[src/rtl/if_stage.sv]
// Instruction-fetch stage: PC register, next-PC selection and the IF/ID pipeline register.
// Define IF_IRQ_EN to build in interrupt entry; without it irq is ignored and if_id_irq is 0.
module if_stage #(
    parameter logic [31:0] RESET_VEC = 32'h8000_0000,
    parameter logic [31:0] IRQ_VEC   = 32'h8000_0004,
    parameter logic [31:0] EXC_VEC   = 32'h8000_0008
) (
    input  logic        i_clk,
    input  logic        i_reset,
    input  logic        i_stall,
    input  logic        i_redir_valid,
    input  logic [31:0] i_redir_target,
    input  logic        i_exc,
    input  logic        i_irq,
    output logic [31:0] o_inst_addr,
    input  logic [31:0] i_inst_data,
    output logic [31:0] o_if_id_inst,
    output logic [31:0] o_if_id_pc4,
    output logic        o_if_id_valid,
    output logic        o_if_id_irq
);

    typedef enum logic [2:0] {
        ActSeq,
        ActStall,
        ActIrq,
        ActRedir,
        ActExc
    } action_e;

    logic [31:0] r_pc;
    logic [31:0] r_inst;
    logic [31:0] r_pc4;
    logic        r_valid;
    logic        r_irq;

    action_e     w_action;
    logic        w_irq_take;
    logic [31:0] w_pc_seq;
    logic [31:0] w_pc_next;
    logic        w_slot_load;
    logic [31:0] w_inst_next;
    logic [31:0] w_pc4_next;
    logic        w_valid_next;
    logic        w_irq_next;

    // Bit 31 is the kernel-mode flag, so the increment never carries into it.
    assign w_pc_seq = {r_pc[31], r_pc[30:0] + 31'd4};

`ifdef IF_IRQ_EN
    assign w_irq_take = i_irq & ~r_pc[31] & ~i_stall & ~i_exc & ~i_redir_valid;
`else
    logic w_irq_unused;
    assign w_irq_take   = 1'b0;
    assign w_irq_unused = i_irq ^ (^IRQ_VEC);
`endif

    always_comb begin
        w_action = ActSeq;
        if (i_exc) begin
            w_action = ActExc;
        end else if (i_redir_valid) begin
            w_action = ActRedir;
        end else if (w_irq_take) begin
            w_action = ActIrq;
        end else if (i_stall) begin
            w_action = ActStall;
        end
    end

    always_comb begin
        w_pc_next    = w_pc_seq;
        w_slot_load  = 1'b1;
        w_inst_next  = i_inst_data;
        w_pc4_next   = w_pc_seq;
        w_valid_next = 1'b1;
        w_irq_next   = 1'b0;
        unique case (w_action)
            ActExc: begin
                w_pc_next    = EXC_VEC;
                w_inst_next  = '0;
                w_pc4_next   = '0;
                w_valid_next = 1'b0;
            end
            ActRedir: begin
                // A redirect may leave kernel mode but never enter it.
                w_pc_next    = {r_pc[31] & i_redir_target[31], i_redir_target[30:0]};
                w_inst_next  = '0;
                w_pc4_next   = '0;
                w_valid_next = 1'b0;
            end
            ActIrq: begin
`ifdef IF_IRQ_EN
                w_pc_next    = IRQ_VEC;
`endif
                // pc4 carries the return address; the interrupted instruction is replayed.
                w_inst_next  = '0;
                w_valid_next = 1'b0;
                w_irq_next   = 1'b1;
            end
            ActStall: begin
                w_pc_next   = r_pc;
                w_slot_load = 1'b0;
            end
            default: begin
                w_pc_next = w_pc_seq;
            end
        endcase
    end

    always_ff @(posedge i_clk or posedge i_reset) begin
        if (i_reset) begin
            r_pc <= RESET_VEC;
        end else begin
            r_pc <= w_pc_next;
        end
    end

    always_ff @(posedge i_clk or posedge i_reset) begin
        if (i_reset) begin
            r_inst  <= '0;
            r_pc4   <= '0;
            r_valid <= 1'b0;
            r_irq   <= 1'b0;
        end else if (w_slot_load) begin
            r_inst  <= w_inst_next;
            r_pc4   <= w_pc4_next;
            r_valid <= w_valid_next;
            r_irq   <= w_irq_next;
        end
    end

    assign o_inst_addr   = r_pc;
    assign o_if_id_inst  = r_inst;
    assign o_if_id_pc4   = r_pc4;
    assign o_if_id_valid = r_valid;
`ifdef IF_IRQ_EN
    assign o_if_id_irq   = r_irq;
`else
    assign o_if_id_irq   = 1'b0;
`endif

endmodule

[config.mk]
export PLATFORM = sky130hd
export DESIGN_NAME = if_stage
export DESIGN_NICKNAME = d
export VERILOG_FILES = /design/src/rtl/if_stage.sv
export SDC_FILE = /design/constraint.sdc
export NUM_CORES = 1
export LEC_CHECK = 0
export ABC_AREA = 1
export BUFFER_PORTS_ARGS = -buffer_cell sky130_fd_sc_hd__buf_2
export CORE_UTILIZATION = 53
export DETAILED_ROUTE_END_ITERATION = 8
export MAX_ROUTING_LAYER = met4
export PLACE_DENSITY = 0.88
export SYNTH_ARGS = -nofsm -noshare
export SYNTH_HDL_FRONTEND = slang
export SYNTH_SLANG_ARGS = --single-unit
export TNS_END_PERCENT = 100
[constraint.sdc]
create_clock -name i_clk -period 7.32 [get_ports i_clk]
set_input_delay 1.098 -clock i_clk [delete_from_list [all_inputs] [get_ports i_clk]]
set_output_delay 1.098 -clock i_clk [all_outputs]
set_load 0.02 [all_outputs]
# After elaboration in Yosys (flattened, before gate mapping)
# Cells that the tools add are included.
[totals]
romBits = 0
inputBits = 70
mem_bits_rw = 0
n_memories = 0
latch_bits = 0
output_inout_bits = 98
register_bits = 97
[op_classes]
n_lt_le_gt_ge = 0
bitwise_logic = 2
n_mul = 0
n_div = 0
shifts = 0
reduce_logical = 4
n_mux = 7
add_sub_neg = 1
eq_ne = 4
[ops]
columns = ["operator", "count"]
rows = [
  ["32-bit one-hot mux with 3 select lines", 1],
  ["32-bit two-way mux", 2],
  ["31-bit by 3-bit adder with 31-bit output (second input constant)", 1],
  ["3-bit by 2-bit == test with 1-bit output (second input constant)", 2],
  ["3-bit by 1-bit == test with 1-bit output (second input constant)", 1],
  ["3-bit == test (second input constant)", 1],
  ["3-bit two-way mux", 1],
  ["3-bit OR reduction", 1],
  ["1-bit two-way mux", 2],
  ["2-bit two-way mux", 1],
  ["2-bit AND reduction", 1],
  ["2-bit nonzero test", 1],
  ["2-bit OR reduction", 1],
  ["1-bit bitwise AND", 1],
  ["1-bit NOT", 1],
]

# Depth between registers and ports, before layout
[depth]
depth_word = 6
ltp_mapped = 10
mapped_depth_nobuf = 10

# Least setup slack after synthesis
# OpenSTA, ideal clock, no wires.
[synth_path]
path_kind = "input -> register"
start = "input port i_redir_valid"
end = "register r_inst[10] (netlist: o_if_id_inst[10])"
slack_ns = 5.331
setup_time_ns = 0.065
cell_stages = 6
arrival_ns = 1.923
path_cell_list = "inv_2 > nand2_1 > buf_2 > nor2_2 > buf_2 > a22o_1"
[synth_between]
elab_chain_len = 5
word_cells_on_any_way = 8
classes_between = "eq/ne: 4; mux: 3; reduce/logical: 1"
[synth_lines]
columns = ["item", "line", "text"]
rows = [
  ["from (decl)", "11", "input logic i_redir_valid,"],
  ["2-bit two-way mux *", "62", "end else if (i_redir_valid) begin"],
  ["3-bit two-way mux *", "60", "if (i_exc) begin"],
  ["3-bit by 2-bit == test with 1-bit output / 3-bit == test (equally long branches)", "78", "unique case (w_action)"],
  ["3-bit OR reduction (no line)", "--", ""],
  ["32-bit two-way mux", "78", ""],
  ["to (signal assigned)", "126", "r_inst <= w_inst_next;"],
  ["to (decl)", "32", "logic [31:0] r_inst;"],
]
# Mark *: on every way between the ends. The rest lies on a longest branch, timed or not.
# A chain may end at the register's enable or synchronous reset.

# Final worst setup path
[layout_path]
start = "input port i_stall"
end = "register r_pc[28] (netlist: o_inst_addr[28])"
[layout_between]
elab_chain_len = 5
word_cells_on_any_way = 7
classes_between = "eq/ne: 3; mux: 4"
[layout_lines]
columns = ["item", "line", "text"]
rows = [
  ["from (decl)", "10", "input logic i_stall,"],
  ["1-bit two-way mux *", "66", "end else if (i_stall) begin"],
  ["2-bit two-way mux *", "62", ""],
  ["3-bit two-way mux *", "60", ""],
  ["3-bit by 1-bit == test with 1-bit output (tied with other cells)", "78", ""],
  ["32-bit one-hot mux with 3 select lines", "78", ""],
  ["to (signal assigned)", "115", "r_pc <= w_pc_next;"],
  ["to (decl)", "31", "logic [31:0] r_pc;"],
]
# Marked as above.

==> flow_summary.toml <==
[status]
outcome = "completed"

[sta]
slew_headroom_pct = 45.8
slew_violations = 0
setup_violations = 0
worst_pin_slew_ns = 0.812
setup_tns_ns = 0
timing.fmax_mhz = 357
finalCritPeriodShare_pct = 38.3
skew_ns = 0.0119
hold_viol_final = 0
rsz0062_at_grt = "no"
timing.final.crit_period_ns = 2.80

[synthesis]
yosysSeqAreaShare_pct = 50.8
synth_compound_area_share_pct = 14.1
ys_seq_elements = 97
synthTopCellsByArea = "dfrtp_1 50%, nand2_1 13%, a22o_1 6.0%"
yosys.area.top_type = "dfrtp_1"
synth_commonest_cells = "171 x nand2_1, 96 x dfrtp_1, 49 x nor2_1, 48 x inv_1, 33 x a22o_1"
synth-edff-count = 0
synthFlopType = "dfrtp_1"
async_flop_share_pct = 100
synth_top_family_by_area = "simple AND/OR/NAND/NOR gates"
yosysMostFrequentCell = "nand2_1"
synth_cell_types = 38
avgSynthCellArea_um2 = 8.52
yosys_warnings = 0
synth.cell_area_mm2 = 0.00478
synth_xor_area_share_pct = 0.366
synth_fa_ha_area_share_pct = 0.262
synth_top_area_share_pct = 50.2
synthCells = 561
syn-num-nets = 632
muxShareOfSynthArea_pct = 0
yosys.area_share.simple_pct = 26.9

[critical_path]
rr_startpoint = "o_inst_addr[2]"
crit_chain = "buf_2, inv_2, nor2_4, inv_2, o21ai_0, inv_1, nand2_1"
cp.required_ns = 7.64
r2r_setup_slack_ns = 5.62
slowest_stage = "nor2_4"
crit_top_cell = "inv_2"
cp_max_fo = 47
worstSetupEndpointType = "register"
critPathTopFamily = "buffers and inverters"
critPathBufInv = 4
critPathArrivalTime_ns = 3.12
critical_path_class = "primary input to register"
reg2reg_depth = 10
cpPeakStageDelay_ns = 0.57
timing.rr.end = "o_inst_addr[18]"
start_kind = "primary input"

[place]
hpwlAfterDp_um = 8750
port_buffers = 165
gp_congestion = 0.900
place_area_mm2 = 0.00562
place_inst = 813

[global_route]
grt-ovfl-total = 0
antenna_found_initial = 0
track_usage_pct = 27.8
grt_pass1_vias = 4258
grt_max_degree = 51
grt_pass1_wl_um = 20600

[drt]
drcViolationCount = 0
first_iter_violations = 201
dr_total_vias = 4369
wirelength_um = 12200
ant_nets = 0
post_drt_wl_per_cell_um = 14.7
dr.pass1.iters = 5
viasPerCell = 5.27

[pwr]
p_per_area_mw_per_mm2 = 194
finalPower_mw = 1.13
leakagePower_nw = 3.20
ir_worst_vdd_uv = 105

[cts]
ctsResizeCount = 0
root_buffer = "clkbuf_8"
cts.path.max_buffers = 2
ctsHoldBuffers = 0
cts-buffers-inserted = 9
h-tree-depth = 3
cts_tree = "done"
clk_pin_slew_ns = 0.10
clkLatencyLatePin_ns = 0.37
post_cts_buffers = 0
clkSinkCount = 97

[floorplan]
coreArea_mm2 = 0.00872
start_util_pct = 54.8
fp.dieArea_mm2 = 0.00940
io_pins = 168
die_x_um = 97.0
rows = 34
chipHeight_um = 97.0

[finish]
stdcell_area_mm2 = 0.00583
multiInputGateArea_mm2 = 0.00200
n_antenna_cell = 0
num-fill-cells = 718
area.growth.synth_to_final_pct = 22.0
final_nets = 787
finalNonFillerCells = 829
utilization_pct = 66.9
regArea_mm2 = 0.00243
drive_gt1_share_pct = 31.3

[run]
max-cap-violations = 0

[worst_hold_path]
hold_depth = 2
holdPathEnd = "o_if_id_pc4[2]"
min_from = "o_if_id_pc4[2]"
min_path_type = "register to register"
[registers in the layout, indices dropped and copies added (netlist names)]
register       flops
o_if_id_inst      32
o_if_id_pc4       32
o_inst_addr       32
o_if_id_valid      1
[kinds of logic (layout without fill, tap and decap cells)]
kind of cell | Yosys count | in the layout
adders and majority gates | 1 | 1
and+or+nand+nor | 281 | 281
buffers and inverters | 78 | 238
other | 1 | 1
xor gates and xnor gates | 2 | 2
DFF | 97 | 97
AOI/OAI and AO/OA | 101 | 101
[final cells by class]
type | count | share of cell area (%)
clock buffer | 9 | 2.12
clock inverter | 7 | 1.44
inverter | 53 | 3.45
multi-input combinational | 386 | 34.3
sequential | 97 | 41.7
tap | 108 | 2.32
timing repair buffer | 169 | 14.7
[tightest hold or removal path, stage by stage, from the launching register on]
cell     delay, ns
dfrtp_1       0.35
nand2_1       0.06
nand2_1       0.05
[worst max path at each step]
stage	start	slack [ns]	to	cells past startpoint
finish	i_stall	4.52	o_inst_addr[28]	7
floorplan	i_reset	3.69	o_if_id_inst[0]	1
global route	i_stall	4.32	o_inst_addr[12]	6
CTS	i_redir_valid	4.52	o_inst_addr[30]	8
detailed placement	i_stall	4.15	o_inst_addr[28]	7
global placement	i_redir_valid	4.12	o_inst_addr[28]	8
[placed cells by master (no fill, tap or decap), types with 6 or more instances in the layout]
cell type / synthesis / layout
nand3_1: 26 / 26
o21bai_1: 6 / 6
nand3_2: 7 / 7
a22o_1: 33 / 33
clkbuf_8: 1 / 9
a21oi_1: 12 / 12
inv_1: 48 / 47
buf_2: 7 / 165
nand2_1: 171 / 171
nor2_1: 49 / 47
o21ai_1: 15 / 15
o21ai_0: 21 / 21
nor2_4: 7 / 8
a31oi_1: 8 / 8
dfrtp_1: 96 / 96
[metal layers]
layer	GRT usage [%]	up-vias	wire [µm]
li1	-	2131	-
met1	36.0	2028	5330
met2	44.7	203	5870
met3	6.14	7	902
met4	7.12	0	80
met5	-	-	0
[metrics by stage]
stage / hold slack [ns] / setup slack (ns)
6_report: 0.474 / 4.52
5_1_grt: 0.502 / 4.32
4_1_cts: 0.481 / 4.52
3_5_place_dp: 0.460 / 4.15
3_3_place_gp: 0.461 / 4.12
2_1_floorplan: 0.578 / 3.69
[power breakdown]
part | leakage [nW] | internal [mW] | switching (mW)
combinational | 1.79 | 0.0586 | 0.112
sequential | 1.30 | 0.562 | 0.0288
clock | 0.108 | 0.165 | 0.202
total | 3.20 | 0.786 | 0.343
Power figures use the tool's default switching activity.
